`config.mk`:
```
export PLATFORM = sky130hd
export DESIGN_NAME = stream_downsize
export DESIGN_NICKNAME = d
export VERILOG_FILES = /design/src/rtl/stream_pkg.sv /design/src/rtl/lowest_set_idx.sv /design/src/rtl/stream_downsize.sv
export SDC_FILE = /design/constraint.sdc
export NUM_CORES = 1
export LEC_CHECK = 0
export ABC_AREA = 1
export CAP_MARGIN = 10
export CORE_AREA = 2 2 39 41
export DETAILED_ROUTE_END_ITERATION = 8
export DIE_AREA = 0 0 41 43
export PLACE_DENSITY = 0.59
export SYNTH_ARGS = -nofsm -noshare
export SYNTH_HDL_FRONTEND = slang
export SYNTH_SLANG_ARGS = --single-unit
```
`constraint.sdc`:
```
create_clock -name clk -period 1.7 [get_ports clk]
set_clock_uncertainty 0.1 [all_clocks]
set_input_delay 0.34 -clock clk [delete_from_list [all_inputs] [get_ports clk]]
set_output_delay 0.34 -clock clk [all_outputs]
set_load 0.01 [all_outputs]
```
`src/rtl/stream_pkg.sv`:
```
// Shared types and helpers for the stream width converters.
package stream_pkg;

  // Buffer state: StIdle while the remaining-keep mask is empty, StSend otherwise.
  typedef enum logic [0:0] {
    StIdle = 1'b0,
    StSend = 1'b1
  } stream_state_e;

  // Bits needed to index one narrow lane of a wide beat.
  function automatic int unsigned lane_idx_width(input int unsigned ratio);
    return (ratio > 1) ? $clog2(ratio) : 1;
  endfunction

endpackage

```
`src/rtl/lowest_set_idx.sv`:
```
// Index of the lowest set bit of a mask, plus a flag for "exactly one bit set".
module lowest_set_idx
  import stream_pkg::*;
#(
  parameter int unsigned Width = 2
) (
  input  logic [Width-1:0]                  i_mask,
  output logic [lane_idx_width(Width)-1:0]  o_idx,
  output logic                              o_one_hot
);

  localparam int unsigned IdxW = lane_idx_width(Width);

  // Scan from the top so the lowest set bit wins; empty mask yields index 0.
  always_comb begin
    o_idx = '0;
    for (int i = int'(Width) - 1; i >= 0; i--) begin
      if (i_mask[i]) begin
        o_idx = IdxW'(i);
      end
    end
  end

  // Clearing the lowest set bit leaves nothing only when a single bit was set.
  assign o_one_hot = (i_mask != '0) && ((i_mask & (i_mask - Width'(1))) == '0);

endmodule

```
`src/rtl/stream_downsize.sv`:
```
// Splits each wide beat into its kept narrow lanes, lowest lane first.
module stream_downsize
  import stream_pkg::*;
#(
  parameter int unsigned T_DATA_WIDTH = 1,
  parameter int unsigned T_DATA_RATIO = 2
) (
  input  logic                                      clk,
  input  logic                                      rst_n,
  input  logic [T_DATA_RATIO-1:0][T_DATA_WIDTH-1:0] s_data_i,
  input  logic [T_DATA_RATIO-1:0]                   s_keep_i,
  input  logic                                      s_last_i,
  input  logic                                      s_valid_i,
  output logic                                      s_ready_o,
  output logic [T_DATA_WIDTH-1:0]                   m_data_o,
  output logic                                      m_last_o,
  output logic                                      m_valid_o,
  input  logic                                      m_ready_i
);

  localparam int unsigned IdxW = lane_idx_width(T_DATA_RATIO);

  stream_state_e                            r_state;
  logic [T_DATA_RATIO-1:0][T_DATA_WIDTH-1:0] r_data;
  logic [T_DATA_RATIO-1:0]                   r_mask;
  logic                                      r_last;

  logic [IdxW-1:0]         w_idx;
  logic                    w_one_hot;
  logic                    w_send;
  logic                    w_m_fire;
  logic                    w_s_fire;
  logic [T_DATA_RATIO-1:0] w_mask_rest;

  lowest_set_idx #(
    .Width (T_DATA_RATIO)
  ) u_lowest_set_idx (
    .i_mask    (r_mask),
    .o_idx     (w_idx),
    .o_one_hot (w_one_hot)
  );

  assign w_send   = (r_state == StSend);
  assign w_m_fire = w_send && m_ready_i;

  // Refill when empty, or in the same cycle the final kept lane leaves, so
  // full-keep streams run without bubbles. Held low while reset is asserted.
  assign s_ready_o = !rst_n && (!w_send || (w_m_fire && w_one_hot));
  assign w_s_fire  = s_valid_i && s_ready_o;

  // Remaining mask with the current (lowest) lane removed.
  assign w_mask_rest = r_mask & (r_mask - T_DATA_RATIO'(1));

  // The lane currently offered is the highest kept one when it is the only bit left.
  assign m_valid_o = w_send;
  assign m_data_o  = r_data[w_idx];
  assign m_last_o  = w_send && w_one_hot && r_last;

  // Buffer/FSM update: load a new wide beat or retire the current narrow lane.
  always_ff @(posedge clk) begin
    if (rst_n) begin
      r_state <= StIdle;
      r_data  <= '0;
      r_mask  <= '0;
      r_last  <= 1'b0;
    end else if (w_s_fire) begin
      r_data  <= s_data_i;
      r_mask  <= s_keep_i;
      r_last  <= s_last_i;
      // An all-zero keep beat is swallowed: nothing to send, stay idle.
      r_state <= (s_keep_i != '0) ? StSend : StIdle;
    end else if (w_m_fire) begin
      r_mask <= w_mask_rest;
      if (w_one_hot) begin
        r_state <= StIdle;
      end
    end
  end

endmodule

```
Word level (Yosys, flattened, before mapping)
Cells that the tools add are included.
Widths: inputs -> output; s select.
{ "totals": {"inputBits": 9, "reg_bits": 6, "n_memories": 0, "rom_bits": 0, "elab_cells": 34, "latch_bits": 0, "ramBits": 0} }
{ "op_classes": {"n_eq_ne": 0, "n_div": 0, "multipliers": 0, "muxes": 10, "shift": 0, "addsub": 1, "n_reduce_logical": 16, "bitwise": 1, "n_lt_le_gt_ge": 1} }
{ "op_table": {"columns": ["operator", "count"], "rows": [
  ["$mux 1", 8],
  ["$reduce_bool 2->1", 4],
  ["$logic_and 1x1->1", 7],
  ["$mux 2", 2],
  ["$and 2x2->2", 1],
  ["$logic_not 1->1", 2],
  ["$logic_not 2->1", 1],
  ["$lt 1x2->1 const B", 1],
  ["$reduce_and 2->1", 1],
  ["$sub 2x1->2 const B", 1],
  ["$logic_or 1x1->1", 1]
]} }

Depth between registers and ports, before layout
Gate-level depths: netlist of the first run.
{ "depth": {"word_depth": 10, "mapped_depth": 10, "ltp_nobuf": 10} }

Modules after synthesis
From an unflattened synthesis of the first run, not the netlist that was laid out.
{ "hier_totals": {"hier_cells": 41, "hier_area_um2": 312.8} }
{ "by_module_without_submodules": {"columns": ["module", "cells_per_inst", "instances", "seq_area_each_um2", "area_per_inst_um2"], "rows": [
  ["stream_downsize", 38, 1, 120.1, 292.8],
  ["lowest_set_idx", 3, 1, 0.0, 20.0]
]} }

Least setup slack after synthesis of the first run
No wires, ideal clock.
{ "synth_timing": {"kind": "reg-to-output", "from": "reg r_mask[0]", "to": "out s_ready_o", "t_arrival_ns": 0.968, "required_ns": 1.260, "path_stages_with_launch": 6, "path_buffers": 0, "path_slack_ns": 0.292, "path_cell_list": "dfxtp_1 inv_1 ha_1 inv_1 a21boi_2 nor2_2"} }
{ "synth_between": {"elab_chain_cells": 7} }
{ "synth_rtl": {"columns": ["element", "line", "source"], "rows": [
  ["start: declaration", "stream_downsize.sv:25", "logic [T_DATA_RATIO-1:0] r_mask;"],
  ["start signal: assignment", "stream_downsize.sv:68", "r_mask <= s_keep_i;"],
  ["start signal: assignment", "stream_downsize.sv:73", "r_mask <= w_mask_rest;"],
  ["$sub 2x1->2", "lowest_set_idx.sv:25", "assign o_one_hot = (i_mask != '0) && ((i_mask & (i_mask - Width'(1))) == '0);"],
  ["$and 2x2->2", "lowest_set_idx.sv:25", null],
  ["$logic_not 2->1", "lowest_set_idx.sv:25", null],
  ["$logic_and 1x1->1 (*)", "lowest_set_idx.sv:25", null],
  ["$logic_and 1x1->1 (*)", "stream_downsize.sv:48", "assign s_ready_o = !rst_n && (!w_send || (w_m_fire && w_one_hot));"],
  ["$logic_or 1x1->1 (*)", "stream_downsize.sv:48", null],
  ["$logic_and 1x1->1 (*)", "stream_downsize.sv:48", null],
  ["end: declaration", "stream_downsize.sv:14", "output logic s_ready_o,"]
]} }
Mark *: on every way between the ends. The rest lies on a longest branch, timed or not.

Worst setup path in the final report of the first run
Same ends and word-level chain as after synthesis.

==> impl_metrics.tcl, run 1 <==
set metrics [dict create \
    maxCapViolCount 0 \
    reg2reg_depth 8 \
    h-tree-depth 1 \
    area_growth_pct 62.40 \
    cellLeakagePower_nw 0.2275 \
    fp-row-count 14 \
    drt_first_pass_iters 4 \
    numPlacedInstances 74 \
    synth.avg_cell_area_um2 7.686 \
    crit_type "flop to output pin" \
    clockRootBuffer "clkbuf_4" \
    p_switching_mw 0.1060 \
    diodes 0 \
    yosysWarnings 0 \
    dieArea_mm2 0.001763 \
    antenna_found_initial 0 \
    critPathLaunchType "flop" \
    drtIter0Drc 8 \
    ir_worst_vdd_v 0.0002721 \
    hold_viol 0 \
    slowest_stage "dfxtp_2" \
    p_int_mw 0.2860 \
    r2r_slack_ps 360 \
    worst_pin_slew_ps 250.3 \
    gp_congestion 0.6716 \
    start_util 0.2333 \
    die_w_um 41 \
    worstPathArrival_ps 1260 \
    cts_buffers 3 \
    grt_pass1_vias 297 \
    synth_area_um2 322.8 \
    post-place-ws_ps -317.2 \
    fin_crit_ps 1699 \
    fin_ws_ps 1.227 \
    dpl.hpwl_um 566.6 \
    fmax_mhz 588.7 \
    path_clk_slew_ps 50 \
    grt_max_degree 8 \
    reg2reg_from "r_mask[0]" \
    combPwrFrac 0.246 \
    synth_cell_types 17 \
    remaining_drc_errors 0 \
    synth_top_area_frac 0.3721 \
    ys_seq_area_frac 0.3721 \
    grt_pass1_wl_mm 1.090 \
    core_area_mm2 0.001384 \
    p_per_area_mw_per_mm2 747.7 \
    clk_latency_ps 250 \
    syn_inst 42 \
    wirelength_um 682 \
    slew_viol_final 0 \
    cts_tree "done" \
    slew_headroom 0.8326 \
    io_pins 13 \
    cts_buffer_depth 2 \
    globalRouteTotalUtil 0.09548 \
    crit_path_end_kind "output pin" \
    ant_nets 0 \
    final_cells 77 \
    crit_end "s_ready_o" \
    cts.sinks 6 \
    crit_fanout 2 \
    slowest_delay_ps 330 \
    crit_chain "inv_2, ha_4, inv_2, a21boi_2, nor2_2, buf_2" \
    routedWlPerCell_um 8.857 \
    cp-startpoint "r_mask[0]" \
    dieHeight_um 43 \
    p_clk_frac 0.346 \
    fin_area_um2 524.3 \
    synth_seq_cells 6 \
    crit_top_cell "inv_2" \
    vias 342 \
    post-cts-setup-buffer-count 0 \
    syn_nets 53 \
    num-nets-final 74 \
    vias_per_cell 4.442 \
    setup_viol 0 \
    timing.rr.end "r_mask[0]" \
    tns_ps 0 \
    place_area_um2 493.0 \
    finalCritPeriodShare 0.9993 \
    grt_overflow_total 0 \
    outcome "completed" \
    switching_share 0.2705 \
    hold_class "flop to flop" \
    synth_area_leaders "dfxtp_1 (37%), nand3_1 (9.3%), nand2_1 (9.3%)" \
    crit_required_ps 1260 \
    rsz0062_at_grt "yes" \
    seqPwrFrac 0.409 \
    drive_above_1_share 0.2951 \
    yosys.area.top_type "dfxtp_1" \
    portBuffers 12 \
]
-- sequential cells by signal, summed over array words and instances (netlist names) --
signal,flops
r_last,1
r_mask,2
m_valid_o,1
r_data,2
-- what timing repair did --
item,CTS,global route
gates cloned,0,0
hold buffers,0,0
resized for setup,5,7
setup endpoints to repair,3,3
pin swaps,0,1
-- logic make-up (layout without fill, tap and decap cells) --
group                      after synthesis  in the layout  share of synthesized area
and+or+nand+nor                         21             21                     0.3450
AOI/OAI and AO/OA                        8              8                     0.1473
adders and majority gates                2              2                    0.07751
DFF                                      6              6                     0.3721
buffers and inverters                    5             24                    0.05811
-- worst min-delay path by stage --
stage,from,endpoint,cells past startpoint
after global placement,r_data[0],r_data[0],2
after detailed placement,r_data[0],r_data[0],2
after CTS,r_data[0],r_data[0],2
after floorplan,rst_n,m_valid_o,1
final,r_data[0],r_data[0],2
after global routing,r_data[0],r_data[0],2
-- per-stage QoR --
stage          power (mW)  hold WS [ps]  utilization
5_1_grt            0.4123         374.7       0.3788
4_1_cts            0.3928         348.7       0.3716
2_1_floorplan      0.2050         309.1            -
3_5_place_dp       0.2585         341.3       0.3562
6_report           0.3920         344.1       0.3788
3_3_place_gp       0.2575         334.8       0.3562
-- worst max-delay path: cells and delay by family, from the launching register on --
family	cells	cell delay (ps)
flops	1	330
fa+ha+maj	1	260
buf+inv	3	210
compound gates	1	160
simple gates	1	50
-- power groups by stage --
stage / Combinational, mW / Clock [mW] / Sequential [mW]
floorplan: 0.0434 / 0 / 0.162
global placement: 0.0959 / 0 / 0.162
detailed placement: 0.0965 / 0 / 0.162
CTS: 0.0935 / 0.140 / 0.159
global route: 0.107 / 0.143 / 0.162
finish: 0.0962 / 0.135 / 0.160
-- metal layers --
layer | up-vias | routed length (um) | GRT usage
met3 | 2 | 46 | 0.01571
met4 | 0 | 12 | 0.1000
met1 | 139 | 297 | 0.1258
li1 | 184 | - | -
met5 | - | 0 | 0
met2 | 17 | 325 | 0.1188
-- cell usage after synthesis, drive strengths merged --
cell type,count
nand3b,1
nand4,1
dfxtp,6
nand2,9
a31oi,1
nor2,3
inv,5
o21ai,3
a21boi,1
ha,2
nand3,7
a21oi,3
-- area by class of cell --
| cell class | count | area, um^2 |
|---|---|---|
| sequential | 6 | 121.4 |
| tap | 16 | 20.02 |
| timing repair buffer | 16 | 145.1 |
| fill | 151 | 859.6 |
| multi-input combinational | 31 | 196.4 |
| inverter | 5 | 18.77 |
| clock buffer | 3 | 22.52 |
-- placed cells by master (no fill, tap or decap) --
cell,n
clkbuf_4,3
clkdlybuf4s50_1,9
nand3_4,1
nand4_1,1
inv_2,3
nand3b_1,1
nand2_2,1
buf_2,1
o21ai_1,2
buf_4,4
a31oi_1,1
nand3_1,6
dlygate4sd2_1,1
dfxtp_2,1
clkdlybuf4s15_2,1
ha_4,1
nor2_1,2
a21boi_2,1
inv_1,2
ha_1,1
nor2_2,1
dfxtp_1,5
nand2_1,8
a21oi_1,3
o21ai_0,1
Note: power is estimated with default switching activity, not from simulation.
==> inputs of run 2 (changes only) <==
==> constraint.sdc (replaced) <==
create_clock -name clk -period 2.09 [get_ports clk]
set_clock_uncertainty 0.1 [all_clocks]
set_input_delay 0.418 -clock clk [delete_from_list [all_inputs] [get_ports clk]]
set_output_delay 0.418 -clock clk [all_outputs]
set_load 0.01 [all_outputs]
==> run 2 against run 1 <==
Compared with the run above:
- die area is the same
- sequential share of layout area rose by 1.0 points
- via count up 0.29%
- first-iteration DRC count fell by 63%
- non-clock buffer count shrank 2
- sequential power fell by 19%
- hold slack got worse by 1.5 ps
- highest routed layer is now met3
==> impl_metrics.tcl, run 2 (synthesis gave the netlist of run 1 again) <==
set metrics [dict create \
    area_growth_pct 55.43 \
    seqPwrFrac 0.422 \
    critPathLaunchType "flop" \
    hold_viol 0 \
    cts_buffers 3 \
    register_area_um2 121.4 \
    clockRootBuffer "clkbuf_4" \
    holdPathStages 2 \
    worst_pin_slew_ps 246.7 \
    slew_viol_final 0 \
    dpl.hpwl_um 591.5 \
    crit_required_ps 1570 \
    path_clk_slew_ps 50 \
    r2r_slack_ps 630 \
    drtIter0Drc 3 \
    antenna_found_initial 0 \
    slowest_delay_ps 330 \
    gp_congestion 0.7137 \
    crit_type "flop to output pin" \
    hold_class "flop to flop" \
    slowest_stage "dfxtp_2" \
    crit_fanout 3 \
    clk_latency_ps 240 \
    remaining_drc_errors 0 \
    numPlacedInstances 72 \
    worstPathArrival_ps 1470 \
    p_clk_frac 0.345 \
    min_to "r_data[0]" \
    rsz0062_at_grt "no" \
    cts_tree "done" \
    crit_path_end_kind "output pin" \
    cp_top_family "buffers and inverters" \
    final_common_cell "clkdlybuf4s50_1" \
    ir_worst_vdd_v 0.0001763 \
    grt_overflow_total 0 \
    die_w_um 41 \
    grt_max_degree 8 \
    wirelength_um 692 \
    post-cts-setup-buffer-count 0 \
    cts_buffer_depth 2 \
    reg2reg_depth 10 \
    cts.sinks 6 \
    largestRegisters "r_data (2), r_mask (2)" \
    num-nets-final 72 \
    routedWlPerCell_um 9.227 \
    power_mw 0.3081 \
    fin_ws_ps 98.37 \
    critPathBufInv 3 \
    maxCapViolCount 0 \
    crit_chain "inv_1, ha_1, inv_1, a21boi_2, nor2_2, dlygate4sd2_1" \
    post-place-ws_ps -93.85 \
    switching_share 0.2607 \
    hold_buffers 0 \
    whs_ps 342.6 \
    setup_viol 0 \
    combPwrFrac 0.233 \
    fmax_mhz 502.1 \
    diodes 0 \
    fp-row-count 14 \
    portBuffers 12 \
    finalCritPeriodShare 0.9529 \
    cellLeakagePower_nw 0.2360 \
    tns_ps 0 \
    drt_first_pass_iters 4 \
    vias 343 \
    reg2reg_from "r_mask[0]" \
    dieArea_mm2 0.001763 \
    grt_pass1_wl_mm 1.179 \
    grt_pass1_vias 324 \
    vias_per_cell 4.573 \
    start_util 0.2333 \
    outcome "completed" \
    timing.rr.end "r_mask[1]" \
    final_cells 75 \
    mostFrequentLayoutCells "clkdlybuf4s50_1 (9), nand2_1 (8), nand3_1 (6), dfxtp_1 (5), inv_1 (4)" \
    fin_crit_ps 1992 \
    h-tree-depth 1 \
    ant_nets 0 \
    io_pins 13 \
    drive_above_1_share 0.1864 \
    p_int_mw 0.2278 \
    core_area_mm2 0.001384 \
    multiInputGateArea_um2 183.9 \
    hold_start "r_data[0]" \
    fillers 165 \
    globalRouteTotalUtil 0.1015 \
    p_per_area_mw_per_mm2 614.1 \
    p_switching_mw 0.08033 \
    dieHeight_um 43 \
    slew_headroom 0.8350 \
    crit_top_cell "inv_1" \
]
[run 2: changes by cell type in the layout (fill, tap and decap cells not counted)]
cell,delta
clkdlybuf4s15_2,-1
inv_2,-2
ha_1,+1
ha_4,-1
inv_1,+2
buf_2,-1
dlymetal6s2s_1,+1
dlygate4sd2_1,+1
buf_4,-2
[run 2: cell type report]
| type | instances | share of cell area |
|---|---|---|
| multi-input cells | 31 | 0.3666 |
| repair buffers | 14 | 0.2693 |
| flip-flops and latches | 6 | 0.2419 |
| clock buffers | 3 | 0.04489 |
| well taps | 16 | 0.03990 |
| inverters | 5 | 0.03741 |
[run 2: through the flow]
| stage | cell area, um^2 | utilization |
|---|---|---|
| 4_1_cts | 498.0 | 0.3599 |
| 6_report | 501.7 | 0.3626 |
| 3_5_place_dp | 478.0 | 0.3454 |
| 2_1_floorplan | 322.8 | - |
| 3_3_place_gp | 478.0 | 0.3454 |
| 5_1_grt | 501.7 | 0.3626 |
[run 2: routing by layer]
layer	track usage	vias up	part of all wire	wire, um
met5	0	-	0	0
met4	0.1000	0	0	0
met3	0.01571	0	0.043	30
met2	0.1531	10	0.54	371
met1	0.1097	154	0.42	290
li1	-	179	-	-
[run 2: repair_timing]
action / CTS / global route
pin swaps: 0 / 1
endpoints found under the setup margin: 2 / 2
gates resized for setup: 2 / 2
[run 2: how the worst max path moves through the flow]
stage,to,slack (ps),depth (start not counted),startpoint
after floorplan,s_ready_o,600,5,r_mask[0]
after global placement,s_ready_o,-80,4,m_ready_i
after detailed placement,s_ready_o,-90,4,m_ready_i
after CTS,m_data_o,5,4,r_mask[0]
after global routing,s_ready_o,20,6,r_mask[0]
final,s_ready_o,100,6,r_mask[0]
[run 2: power by group through the flow]
| stage | Clock [mW] | Sequential [mW] | Combinational, mW |
|---|---|---|---|
| CTS | 0.110 | 0.130 | 0.0736 |
| detailed placement | 0 | 0.132 | 0.0748 |
| global placement | 0 | 0.132 | 0.0737 |
| finish | 0.106 | 0.130 | 0.0717 |
| global route | 0.115 | 0.131 | 0.0810 |
| floorplan | 0 | 0.131 | 0.0353 |
[run 2: worst register-to-register path: stages (launching register included)]
cell	delay, ps
dfxtp_2	330
inv_1	40
ha_1	300
inv_1	100
nand2_1	70
nand2_2	90
nand3_4	100
o21ai_1	90
nand2_1	60
inv_1	40
nor2_1	30
==> inputs of run 3 (changes only) <==
--- a/config.mk
+++ b/config.mk
@@ -10,6 +10,7 @@
 export CORE_AREA = 2 2 39 41
 export DETAILED_ROUTE_END_ITERATION = 8
 export DIE_AREA = 0 0 41 43
+export GPL_TIMING_DRIVEN = 0
 export PLACE_DENSITY = 0.59
 export SYNTH_ARGS = -nofsm -noshare
 export SYNTH_HDL_FRONTEND = slang
==> run 3 against run 2 <==
Compared with the run above:
- global-route usage fell by 1.0 points
- worst setup slack gained 74 ps
- count of clock-buffer cells in the layout stayed put
- cell area shrank 4.7%
- hold slack improved by 2.9 ps
- total power fell by 1.9%
- clock power is essentially flat
- largest cell class unchanged
- maximum frequency is 3.9% higher
- die area did not move
- non-clock buffer count shrank 2
- routed wire length shrank 3.3%
- largest power group unchanged
- sequential power about the same
==> impl_metrics.tcl, run 3 (synthesis gave the netlist of run 1 again) <==
set metrics [dict create \
    h-tree-depth 1 \
    crit_top_cell "inv_1" \
    rsz0062_at_grt "no" \
    diodes 0 \
    vias 319 \
    critPathLaunchType "flop" \
    slowest_delay_ps 350 \
    finalCritPeriodShare 0.9175 \
    mostFrequentLayoutCells "clkdlybuf4s50_1 (9), nand2_1 (8), nand3_1 (6), dfxtp_1 (6), inv_1 (4)" \
    routedWlPerCell_um 9.164 \
    dpl.hpwl_um 526.6 \
    globalRouteTotalUtil 0.09146 \
    area_growth_pct 48.06 \
    final_common_cell "clkdlybuf4s50_1" \
    vias_per_cell 4.370 \
    slew_headroom 0.8309 \
    clockRootBuffer "clkbuf_4" \
    crit_required_ps 1570 \
    fp-row-count 14 \
    crit_type "flop to output pin" \
    numPlacedInstances 70 \
    post-cts-setup-buffer-count 0 \
    dieHeight_um 43 \
    fmax_mhz 521.5 \
    crit_path_end_kind "output pin" \
    worstPathArrival_ps 1400 \
    drive_above_1_share 0.1579 \
    maxCapViolCount 0 \
    multiInputGateArea_um2 183.9 \
    crit_cells 6 \
    drtIter0Drc 11 \
    die_w_um 41 \
    grt_max_degree 8 \
    dieArea_mm2 0.001763 \
    antenna_found_initial 0 \
    largestRegisters "r_data (2), r_mask (2)" \
    core_area_mm2 0.001384 \
    crit_fanout 4 \
    start_util 0.2333 \
    cts_tree "done" \
    worst_pin_slew_ps 252.9 \
    setup_viol 0 \
    fin_crit_ps 1918 \
    critPathBufInv 3 \
    timing.rr.end "r_mask[1]" \
    cts.sinks 6 \
    crit_end "s_ready_o" \
    reg2reg_depth 10 \
    slew_viol_final 0 \
    register_area_um2 120.1 \
    remaining_drc_errors 0 \
    num-nets-final 70 \
    path_clk_slew_ps 50 \
    wirelength_um 669 \
    grt_overflow_total 0 \
    cts_buffer_depth 2 \
    gp_congestion 0.7195 \
    cp_top_family "flip-flops" \
    hold_class "flop to flop" \
    final_cells 73 \
    power_mw 0.3022 \
    hold_buffers 0 \
    fin_ws_ps 172.3 \
    slowest_stage "dfxtp_1" \
    portBuffers 12 \
    crit_chain "inv_1, ha_1, inv_1, a21boi_2, nor2_2, clkbuf_2" \
    cp-startpoint "r_mask[0]" \
    p_per_area_mw_per_mm2 632.3 \
    reg2reg_from "r_mask[0]" \
    fillers 156 \
    outcome "completed" \
    cellLeakagePower_nw 0.2124 \
    post-place-ws_ps -166.9 \
    grt_pass1_wl_mm 1.007 \
    io_pins 13 \
    grt_pass1_vias 278 \
    clk_latency_ps 240 \
    r2r_slack_ps 600 \
    hold_viol 0 \
    cts_buffers 3 \
    ir_worst_vdd_v 0.0002359 \
    ant_nets 0 \
    drt_first_pass_iters 4 \
]
[run 3: worst min-delay path by stage]
stage | startpoint | endpoint | slack (ps) | cells after the start
floorplan | r_data[0] | r_data[0] | 320 | 2
global placement | r_data[0] | r_data[0] | 330 | 2
detailed placement | r_data[0] | r_data[0] | 340 | 2
CTS | r_data[0] | r_data[0] | 350 | 2
global route | r_data[0] | r_data[0] | 370 | 2
finish | r_data[0] | r_data[0] | 350 | 2
[run 3: through the flow]
stage / setup TNS (ps) / hold WS, ps / util / area (um^2)
floorplan: 0 / 324.5 / - / 322.8
global placement: -164.8 / 334.1 / 0.3345 / 462.9
detailed placement: -166.9 / 339.4 / 0.3345 / 462.9
CTS: 0 / 346.4 / 0.3481 / 481.7
global route: 0 / 373.4 / 0.3454 / 478.0
finish: 0 / 345.6 / 0.3454 / 478.0
[run 3: per-layer routing]
| layer | part of all wire | track usage | vias to the layer above |
|---|---|---|---|
| met2 | 0.49 | 0.1219 | 12 |
| met3 | 0.060 | 0.01571 | 0 |
| met4 | 0 | 0.1200 | 0 |
| li1 | - | - | 173 |
| met1 | 0.45 | 0.1000 | 134 |
| met5 | 0 | 0 | - |
[run 3: cell type report]
type | instances | area share
Multi-Input combinational cell | 31 | 0.3848
Clock buffer | 3 | 0.04712
Sequential cell | 6 | 0.2513
Inverter | 5 | 0.03927
Timing Repair Buffer | 12 | 0.2356
Tap cell | 16 | 0.04188
[run 3: timing repair]
item / in CTS / in global routing
endpoints found under the hold margin: 0 / 0
setup endpoints to repair: 3 / 1
gates resized for setup: 3 / 2
[run 3: worst reg2reg max path, cell delays in order (launching register included)]
cell     delay (ps)
dfxtp_1         350
inv_1            50
ha_1            300
inv_1            90
nand2_1          60
nand2_2          80
nand3_4         100
o21ai_1         110
nand2_1          60
inv_1            50
nor2_1           30
[run 3: power breakdown]
group | internal (mW) | switching [mW] | leakage (nW)
Combinational | 0.0343 | 0.0321 | 0.149
Sequential | 0.124 | 0.00612 | 0.0494
Clock | 0.0649 | 0.0409 | 0.0138
==> patch 1 (settings of run 1) <==
Reset style: asynchronous (`rst_n`), changed in one clocked block.
--- a/src/rtl/stream_downsize.sv
+++ b/src/rtl/stream_downsize.sv
@@ -58,5 +58,5 @@
 
   // Buffer/FSM update: load a new wide beat or retire the current narrow lane.
-  always_ff @(posedge clk) begin
+  always_ff @(posedge clk or posedge rst_n) begin
     if (rst_n) begin
       r_state <= StIdle;
Behaviour: differs if rst_n is asserted again (counterexample within 4 cycles, from zero or initial values and one cycle with rst_n high); with rst_n held inactive, the same outputs for 10 cycles.
==> patch 1 against run 1 <==
- the run now ends with setup timing left
- count of clock-buffer cells in the layout is the same
- synthesized area grew 4.3%
- utilization grew 1.6 points
- worst setup slack lost 0.016 ns
- cell area grew 4.3%
- non-clock buffer count grew 2
- register-to-register slack lost 0.13 ns
- final cell count grew 1.3%
- sequential cell count is the same
- routed wire length shrank 0.29%
- critical endpoint unchanged
- highest routed layer is now met3
Power is not compared: it rests on default switching activity, and its combinational part moved more than twofold at a synthesized area within 25%.
==> patch 1: results (changes against run 1) <==
[outcome]
status=complete, but fails checks
violations=setup timing

[layout]
drive_gt1_frac=0.339  ; +0.0436
fillCellCount=146  ; -3.3%
largestRegisters=r_data x2, r_mask x2
num-nets-final=75  ; +1.4%
final_cells=78  ; +1.3%

[critical_path]
r2r-end=r_mask[1]
worstPathArrival_ns=1.27
path_delay_family=flip-flops
cp_slowest_cell=dfrtp_1
rrSetupSlack_ns=0.23  ; -0.13 ns
r2r_cells=11  ; +3
crit_path_max_incr_delay_ns=0.38  ; +0.05 ns
reg2reg_from=r_mask[0]

[synthesis]
syn_inst=41  ; -2.4%
synth_fp_nets=52  ; -1.9%
synth_compound_area_frac=0.0855  ; -0.0618
ys.flop_type=dfrtp_1
synth_commonest_cells=nand2_1, inv_1, dfrtp_1
synth_xor_area_frac=0  ; unchanged
synth.area.top_cells=dfrtp_1, nand2_1, inv_1
yosysSeqAreaShare=0.446  ; +0.0740
async_flop_share=1.00  ; +1.00
yosysUniqueCellTypes=15  ; -2
yosysWarnings=0  ; unchanged
synthAdderAreaFrac=0.0743  ; -0.00317

[sta]
setup_ws_ns=-0.0150  ; -0.0162 ns
hold_ws_ns=0.394  ; +0.0502 ns
setup_viol=1  ; +1
worst_slew_pin_slew_ns=0.167  ; -0.0834 ns

[placed_design]
pre_cts_slack_ns=-0.338  ; -0.0212 ns
dp_hpwl_um=553  ; -2.4%
dp_cells=73  ; -1.4%
dpl-instance-area_um2=507  ; +2.8%
gp_congestion=0.650  ; -3.2%

[power]
clkPwrFrac=0.159
leakagePower_nw=0.289

[cts]
cts_buffer_depth=2  ; unchanged
clock_latency_ns=0.24
clk_pin_slew_ns=0.04
htreeDepth=1  ; unchanged
cts_buffers=3  ; unchanged
ctsResizeCount=13  ; +8
postCtsSetupRepairBufs=2  ; +2
cts_root_buf=clkbuf_4

[drt]
totalWireLength_um=680  ; -0.29%
drt_pre_antenna_iters=2  ; -2
viasPerCell=4.26  ; -4.2%
drt_iter0_markers=1  ; -7

[worst_hold_path]
min-delay-start=r_data[1]
hold_end=r_data[1]
holdCritPathClass=reg -> reg

[global_routing]
grt_pass1_vias=324  ; +9.1%
grt_max_degree=8  ; unchanged
track_usage=0.112  ; +0.0166
grt_pass1_wl_mm=1.24  ; +14%

[patch 1: changes by cell type after synthesis, sizes merged, moves of 3 or more]
cell	change
a21oi	-3
dfrtp	+6
dfxtp	-6
inv	+3
nand2	+6
nand3	-5
[patch 1: area by class of cell]
class	instances	share of cell area
multi-input cells	27	0.314
repair buffers	18	0.279
flip-flops and latches	6	0.275
well taps	16	0.0366
clock buffers	3	0.0412
inverters	8	0.0549
[patch 1: logic make-up after synthesis]
logic type | Yosys count
AO/OA/AOI/OAI | 5
adder cells (fa/ha/maj) | 2
buffers and inverters | 8
flip-flops | 6
AND/OR/NAND/NOR | 20
[patch 1: worst reg2reg max path, delay by kind of cell (launching register included)]
kind | cells | cell delay, ns
flip-flops | 1 | 0.38
AND/OR/NAND/NOR | 7 | 0.42
adder cells (fa/ha/maj) | 1 | 0.20
buffers and inverters | 3 | 0.25
[patch 1: worst max path at each step]
stage                          from        end  slack (ns)
after floorplan           r_mask[0]  s_ready_o        0.21
after global placement    m_ready_i  s_ready_o       -0.35
after detailed placement  m_ready_i  s_ready_o       -0.34
after CTS                 r_mask[1]  s_ready_o       -0.03
after global routing      r_mask[0]  s_ready_o       -0.12
final                     r_mask[0]  s_ready_o       -0.01
[patch 1: stage by stage]
stage	util	TNS, ns	power [mW]
final	0.395	-0.0150	0.785
after global routing	0.395	-0.115	0.867
after CTS	0.400	-0.0335	0.807
after detailed placement	0.366	-0.524	0.632
after global placement	0.366	-0.476	0.625
after floorplan	-	0	0.445
[patch 1: routing by layer]
metal,part of all wire,up-vias,GRT usage
li1,-,173,-
met1,0.39,151,0.121
met2,0.53,8,0.166
met3,0.084,0,0.0942
met4,0,0,0.0200
met5,0,-,0
==> patch 2 (config.mk and constraints of run 1) <==
Made on the original files. Set the parameter `T_DATA_RATIO` to 1 (it was 2).
--- a/src/rtl/stream_downsize.sv
+++ b/src/rtl/stream_downsize.sv
@@ -4,5 +4,5 @@
 #(
   parameter int unsigned T_DATA_WIDTH = 1,
-  parameter int unsigned T_DATA_RATIO = 2
+  parameter int unsigned T_DATA_RATIO = 1
 ) (
   input  logic                                      clk,
Ports: changed (resized s_data_i and s_keep_i); port bits go from 13 to 11. The function was not compared with the original's and may differ.
==> patch 2 against run 1 <==
- synthesized area decreased by 42%
- worst setup slack gained 0.089 ns
- routed wire length decreased by 29%
- register-to-register slack better by 0.36 ns
- utilization down 13 points
- power down 30%
- sequential cell count shrank 2
- cell area fell by 35%
- critical path type unchanged
- largest cell class is now buffers
- highest routed layer is now met3
==> patch 2: results (changes against run 1) <==
[outcome]
status=finished clean

[global_routing]
grt_max_degree=6  ; -2
antenna_found_initial=0  ; unchanged
grt_pass1_wl_um=772  ; -29%
track_usage=0.0732  ; -0.0223
grt_pass1_vias=220  ; -26%

[cts]
postCtsSetupRepairBufs=0  ; unchanged
htreeDepth=1  ; unchanged
clock_latency_ns=0.24
ctsResizeCount=6  ; +1
cts_root_buf=clkbuf_4

[worst_hold_path]
hold-path-cell-count=4  ; +2
holdCritPathClass=in -> reg
hold_end=r_mask
min-delay-start=m_ready_i

[sta]
setup_ws_ns=0.0901  ; +0.0889 ns
hold_ws_ns=0.359  ; +0.0151 ns
worst_slew_pin_slew_ns=0.170  ; -0.0800 ns

[critical_path]
r2r_cells=5  ; -3
crit_path_max_incr_delay_ns=0.55  ; +0.22 ns
critPathLaunch=m_valid_o
cp_slowest_cell=clkdlybuf4s50_1
worstPathArrival_ns=1.17  ; -0.09 ns
r2r-end=r_data
rrSetupSlack_ns=0.72  ; +0.36 ns
crit_path_end=m_valid_o
cp_max_fo=5  ; +3
reg2reg_from=r_mask
path_delay_family=buffers and inverters

[synthesis]
synth.area.top_cells=dfxtp_1, nand3_1, a21oi_2
yosysSeqAreaShare=0.427  ; +0.0546
yosysUniqueCellTypes=12  ; -5
synth_fp_nets=30  ; -43%
synth_commonest_cells=dfxtp_1, nand2_1, nand3_1
syn-mean-instance-area_um2=8.16  ; +6.2%
yosysWarnings=0  ; unchanged
ys.flop_type=dfxtp_1

[power]
ir_drop_v=0.000445  ; +64%
sequentialPower_mw=0.106  ; -34%
p_total_mw=0.276  ; -30%
leakagePower_nw=0.148  ; -35%
switching_share=0.244  ; -0.0264
p_clk_mw=0.122  ; -9.6%

[placed_design]
dp_cells=51  ; -31%
pre_cts_slack_ns=-0.372  ; -0.0552 ns
gp_congestion=0.715  ; +6.4%
dp_hpwl_um=367  ; -35%
io_buffers=10  ; -2
dpl-instance-area_um2=323  ; -35%

[drt]
drt_iter0_markers=2  ; -6
drt_pre_antenna_iters=2  ; -2
totalWireLength_um=485  ; -29%
avgRoutedWirePerCell_um=8.98  ; +1.4%
viasPerCell=3.93  ; -12%

[layout]
drive_gt1_frac=0.342  ; +0.0470
num-nets-final=47  ; -36%
fillCellCount=164  ; +8.6%

[patch 2: cell count changes after synthesis, sizes merged]
cell,run 1,this run
nand2,9,6
nand3b,1,0
a31oi,1,0
nand3,7,5
o21ai,3,0
a21oi,3,4
ha,2,0
a21boi,1,0
nor2,3,1
dfxtp,6,4
inv,5,2
[patch 2: area by class of cell]
class,instances,area [um^2],share of cell area
tap,16,20.0,0.0584
sequential,4,81.3,0.237
clock buffer,3,22.5,0.0657
inverter,2,7.51,0.0219
timing repair buffer,12,111,0.325
multi-input combinational,17,100,0.292
[patch 2: cells by family (layout without fill, tap and decap cells)]
family / Yosys count / count (layout) / synth area share
buf+inv: 2 / 17 / 0.0400
simple gates: 13 / 13 / 0.387
compound gates: 4 / 4 / 0.147
flops: 4 / 4 / 0.427
[patch 2: layer usage]
layer  track usage  vias up  share of wire
met2         0.103        8           0.49
met5             0        -              0
li1              -      109              -
met3        0.0942        0           0.13
met4        0.0200        0              0
met1        0.0609       95           0.37
